--- src/rtl/tile_ram_arbiter.sv ---
// tile_ram_arbiter
// Round-robin arbiter that shares one single-port synchronous tile RAM between
// pacman (requester 0) and the ghosts (requesters 1..N_REQ-1). Each transaction
// walks IDLE -> ISSUE -> CAPTURE, so one access completes every three cycles.
//
// Ports:
//   clk        system clock, rising edge
//   reset      asynchronous active-low reset
//   req        per-requester request, held until acked
//   addr_bus   tile addresses, requester i at [i*AW +: AW]
//   we0        write enable, honoured for requester 0 only
//   wdata0     write tile code for requester 0
//   ack        one-hot, one-cycle completion pulse
//   rdata      read tile code, valid while ack is high
//   busy       transaction in flight (ISSUE or CAPTURE)
//   ram_en     RAM enable
//   ram_we     RAM write enable
//   ram_addr   RAM address
//   ram_wdata  RAM write data
//   ram_rdata  RAM read data, valid one cycle after ram_en
module tile_ram_arbiter #(
    parameter int              N_REQ = 5,
    parameter int              AW    = 11,
    parameter int              DW    = 2,
    parameter int              DEPTH = 1200,
    parameter logic [DW-1:0]   WALL  = 2'b11
) (
    input  logic                clk,
    input  logic                reset,
    input  logic [N_REQ-1:0]    req,
    input  logic [N_REQ*AW-1:0] addr_bus,
    input  logic                we0,
    input  logic [DW-1:0]       wdata0,
    output logic [N_REQ-1:0]    ack,
    output logic [DW-1:0]       rdata,
    output logic                busy,
    output logic                ram_en,
    output logic                ram_we,
    output logic [AW-1:0]       ram_addr,
    output logic [DW-1:0]       ram_wdata,
    input  logic [DW-1:0]       ram_rdata
);

    localparam int          GW        = (N_REQ > 1) ? $clog2(N_REQ) : 1;
    localparam logic [AW:0] DEPTH_EXT = (AW + 1)'(DEPTH);

    typedef enum logic [1:0] {IDLE, ISSUE, CAPTURE} state_t;

    state_t          state;
    logic [GW-1:0]   g;
    logic [GW-1:0]   last_g;
    logic            oor;       // granted address was outside the map

    logic [N_REQ-1:0] eligible;
    logic             found;
    logic [GW-1:0]    win;
    logic [AW-1:0]    win_addr;
    logic             win_oor;
    int               idx;

    // A requester being acked this cycle is masked so a held req is not
    // immediately regranted.
    assign eligible = req & ~ack;

    // Round-robin search starting just after the last winner.
    always_comb begin
        found = 1'b0;
        win   = '0;
        idx   = 0;
        for (int k = 1; k <= N_REQ; k++) begin
            idx = (int'(last_g) + k) % N_REQ;
            if (!found && eligible[idx]) begin
                found = 1'b1;
                win   = GW'(idx);
            end
        end
    end

    assign win_addr = addr_bus[int'(win) * AW +: AW];
    assign win_oor  = {1'b0, win_addr} >= DEPTH_EXT;

    always_ff @(posedge clk or negedge reset) begin
        if (!reset) begin
            state     <= IDLE;
            g         <= '0;
            last_g    <= GW'(N_REQ - 1);
            oor       <= 1'b0;
            ack       <= '0;
            rdata     <= '0;
            busy      <= 1'b0;
            ram_en    <= 1'b0;
            ram_we    <= 1'b0;
            ram_addr  <= '0;
            ram_wdata <= '0;
        end else begin
            ack <= '0;
            case (state)
                IDLE: begin
                    if (found) begin
                        g        <= win;
                        last_g   <= win;
                        oor      <= win_oor;
                        // Out-of-range accesses never touch the RAM; ghost
                        // writes degrade to reads.
                        ram_en   <= !win_oor;
                        ram_we   <= !win_oor && (win == '0) && we0;
                        ram_addr <= win_addr;
                        ram_wdata <= (win == '0) ? wdata0 : '0;
                        busy     <= 1'b1;
                        state    <= ISSUE;
                    end
                end
                ISSUE: begin
                    ram_en <= 1'b0;
                    ram_we <= 1'b0;
                    state  <= CAPTURE;
                end
                CAPTURE: begin
                    rdata  <= oor ? WALL : ram_rdata;
                    ack[g] <= 1'b1;
                    busy   <= 1'b0;
                    state  <= IDLE;
                end
                default: state <= IDLE;
            endcase
        end
    end

endmodule
--- config.mk ---
export PLATFORM = sky130hd
export DESIGN_NAME = tile_ram_arbiter
export DESIGN_NICKNAME = d
export VERILOG_FILES = /design/src/rtl/tile_ram_arbiter.sv
export SDC_FILE = /design/constraint.sdc
export NUM_CORES = 1
export LEC_CHECK = 0
export BUFFER_PORTS_ARGS = -buffer_cell sky130_fd_sc_hd__buf_2
export CAP_MARGIN = 40
export CORE_MARGIN = 2
export CORE_UTILIZATION = 41
export DETAILED_ROUTE_END_ITERATION = 6
export HOLD_SLACK_MARGIN = 0.06
export PLACE_DENSITY_LB_ADDON = 0.25
export SYNTH_ARGS = -nofsm -noshare
export SYNTH_HDL_FRONTEND = slang
export SYNTH_SLANG_ARGS = --single-unit
--- constraint.sdc ---
create_clock -name clk -period 8.19 [get_ports clk]
set_input_delay 1.638 -clock clk [delete_from_list [all_inputs] [get_ports clk]]
set_output_delay 1.638 -clock clk [all_outputs]
set_load 0.01 [all_outputs]
==> summary.md <==
| Metric | Value |
|---|---|
| Run status | completed |
| Met1 Track Usage GR | 0.2941 |
| Clk_skew | 3.853 ps |
| Worst EP arrival | 6360 ps |
| Critical Path Source Type | flop |
| Vias/cell | 5.876 |
| Leading area contributor after synthesis | dfrtp_1 |
| RSZ-0062 raised after global routing | no |
| Grt ovf | 0 |
| Clock Pin Slew Worst Setup and Hold Paths | 70 ps |
| Tmin final | 6185 ps |
| Die height | 98.64 um |
| CTS buffer count | 5 |
| H-tree Lvls | 2 |
| Final setup fails | 0 |
| Met3 Resource Use GR | 0.02411 |
| GRT met2 Usage | 0.3386 |
| IO Port Bufs | 89 |
| Hold wc startpoint | ram_addr[10] |
| Hold buffer count at cts | 0 |
| Actual slew at the worst max-slew pin | 900.1 ps |
| Slew Limit Fails | 0 |
| Post-Syn Nets | 523 |
| Avg Synthesized Cell Area | 8.560 um^2 |
| Layout cell share with drive strength beyond 1 | 0.2679 |
| Max-Cap Viols | 0 |
| Final hold vios | 0 |
| Post-Syn Instances | 429 |
| Hold Crit Class | reg2reg |
| Worst-skew pair later-pin latency | ~270 ps |
| GRT Total Usage | 0.2071 |
| Hold WS | 476.3 ps |
| R2R Path Start | g[1] |
| Post-Route WL | 10.27 mm |
| Post-synth top area share | 0.1976 |
| Syn Std Cell Area | about 3700 um^2 |
| Final setup TNS | 0 ps |
| Most crowded layer after global routing | met2 |
| Achievable frequency | roughly 160 MHz |
| Post-cts resize count | 0 |
| Syn. warnings | 0 |
| CP Max Fanout | 22 |
| Rel. slew slack | 0.3959 |
| Final Wtd Congestion | 0.9890 |
| Setup bufs post-CTS | 0 |
| Core Region | about 8700 um^2 |
| Total number of vias | 3596 |
| HPWL after detailed placement | 8.185 mm |
| CTS tree | built |
| Largest net degree at the start of global routing | 38 |
| Top-count cell post-synth | nand2_1 |
| First-pass GRT wire length | around 17 mm |
| Drt pass-1 iters | 5 |
| Fin crit share | 0.7552 |
| CP Capture Type | flop |
| Residual DRC | 0 |
| Synth top cells by count | 39 x nand2_1, 37 x mux2i_1, 29 x dfrtp_1 |
| CP startpoint | g[1] |
| Cell Rows | 34 |
| Post-synthesis sequential area ratio | 0.2048 |
| Vias in the first global route | about 3.4k |
| IO Pins | 90 |
| Commonest register cell after synthesis | dfrtp_1 |
| Wire per inst | 16.78 um |
| Library cells used by synthesis | 83 |
| Longest Clk Path Bufs | 2 |
| WS Path Type | reg2reg |
| Async SR Flop Fraction | 1.000 |
| Seq cells post-synth | 30 |
| Synth top area cells | dfrtp_1 20%, mux2i_1 10%, ha_1 8.9% |
| Die W | just under 100 um |
| Initial core utilization | 0.4211 |
| Starting DRC count in detailed routing | 236 |
| ANT nets after route | 0 |
| Area Overhead vs Synth | 15.78% |
| Worst EP required | 8360 ps |
| Diodes inserted | 0 |
| Number of flops mapped to enable cells by yosys | 0 |
| Clk sinks | 30 |
| Clock root cell | clkbuf_8 |
| Final net count | 597 |
| Reg2Reg Setup Slack | 2010 ps |
| Die area | 9730 um^2 |
| Initial antenna violation count | 0 |
==> sequential cells by signal, summed over array words and instances, names as in the netlist, 2 cells and up <==
name       count
rdata          2
ram_addr      11
ram_wdata      2
ack            5
state          2
g              3
==> per-stage QoR <==
stage / instance area (um^2) / worst slack, ps / cells / util
2_1_floorplan: 3672 / 2399 / 429 / -
3_3_place_gp: 4156 / 2282 / 604 / 0.4766
3_5_place_dp: 4156 / 2099 / 604 / 0.4766
4_1_cts: 4252 / 2083 / 612 / 0.4875
5_1_grt: 4252 / 1482 / 612 / 0.4875
6_report: 4252 / 2005 / 612 / 0.4875
==> critical path, stage by stage (launching register included) <==
cell,delay [ps]
dfrtp_1,580
inv_1,280
ha_1,780
inv_1,380
ha_1,280
inv_1,50
ha_1,220
nor2b_1,240
a31oi_1,120
o221a_2,350
mux4_2,430
mux2i_1,270
nor2_1,120
a221oi_2,400
o31a_1,580
o221ai_1,230
a22oi_1,270
o2111ai_2,180
a221oi_1,310
==> path summary, 6_finish.rpt <==
kind,to,depth (start not counted)
max in group asynchronous,g[2],1
min,ram_addr[10],1
max,ram_en,18
min reg2reg,ram_addr[10],1
max reg2reg,ram_en,18
min in group asynchronous,ram_addr[2],1
==> cell families after synthesis <==
group / after synthesis / synth area share
AND/OR/NAND/NOR: 131 / 0.1915
XOR/XNOR: 9 / 0.02862
adder cells (fa/ha/maj): 27 / 0.09404
flip-flops: 30 / 0.2048
buffers and inverters: 49 / 0.06065
AO/OA/AOI/OAI: 141 / 0.2951
multiplexers: 42 / 0.1254
==> per-layer routing <==
metal,routed length (um),vias to the layer above
li1,-,1759
met4,192,0
met5,0,-
met1,4744,1720
met2,4928,101
met3,402,16
==> cell usage in the layout, fill, tap and decap left out, types with 3 or more instances in the layout <==
| cell type | Yosys | final |
|---|---|---|
| a31oi_1 | 4 | 4 |
| o221ai_1 | 5 | 5 |
| nand2_1 | 39 | 39 |
| nor2b_1 | 9 | 9 |
| buf_2 | 6 | 89 |
| or2_2 | 3 | 3 |
| nand3_1 | 8 | 8 |
| buf_4 | 2 | 3 |
| o221a_2 | 3 | 3 |
| xnor2_1 | 6 | 6 |
| o31a_1 | 4 | 4 |
| nand2b_1 | 10 | 10 |
| a21o_1 | 6 | 6 |
| a22o_1 | 4 | 4 |
| o31ai_1 | 8 | 7 |
| nor2_1 | 18 | 18 |
| dfrtp_1 | 29 | 29 |
| a21boi_0 | 3 | 3 |
| ha_1 | 26 | 26 |
| o21ai_0 | 27 | 27 |
| o211ai_1 | 5 | 5 |
| and2_1 | 4 | 4 |
| mux2i_1 | 37 | 37 |
| a21oi_1 | 25 | 25 |
| o211a_1 | 3 | 3 |
| and3_1 | 5 | 5 |
| inv_1 | 22 | 22 |
| nor3_1 | 8 | 8 |
| a211oi_1 | 3 | 3 |
| a22oi_1 | 3 | 3 |
| nor4_1 | 10 | 10 |
| mux4_2 | 3 | 3 |
| nand4_1 | 7 | 7 |
| clkbuf_8 | 0 | 6 |
==> area by class of cell <==
type	count	area [um^2]
clock inverter	2	12.51
clock buffer	6	82.58
fill	844	4469
timing repair buffer	92	467.9
multi-input combinational	350	2711
tap	108	135.1
inverter	24	90.09
sequential	30	752.0
Power is left out: the tool's default activity adds up to more than one toggle a clock period on the data nets, which glitch-free logic cannot reach.
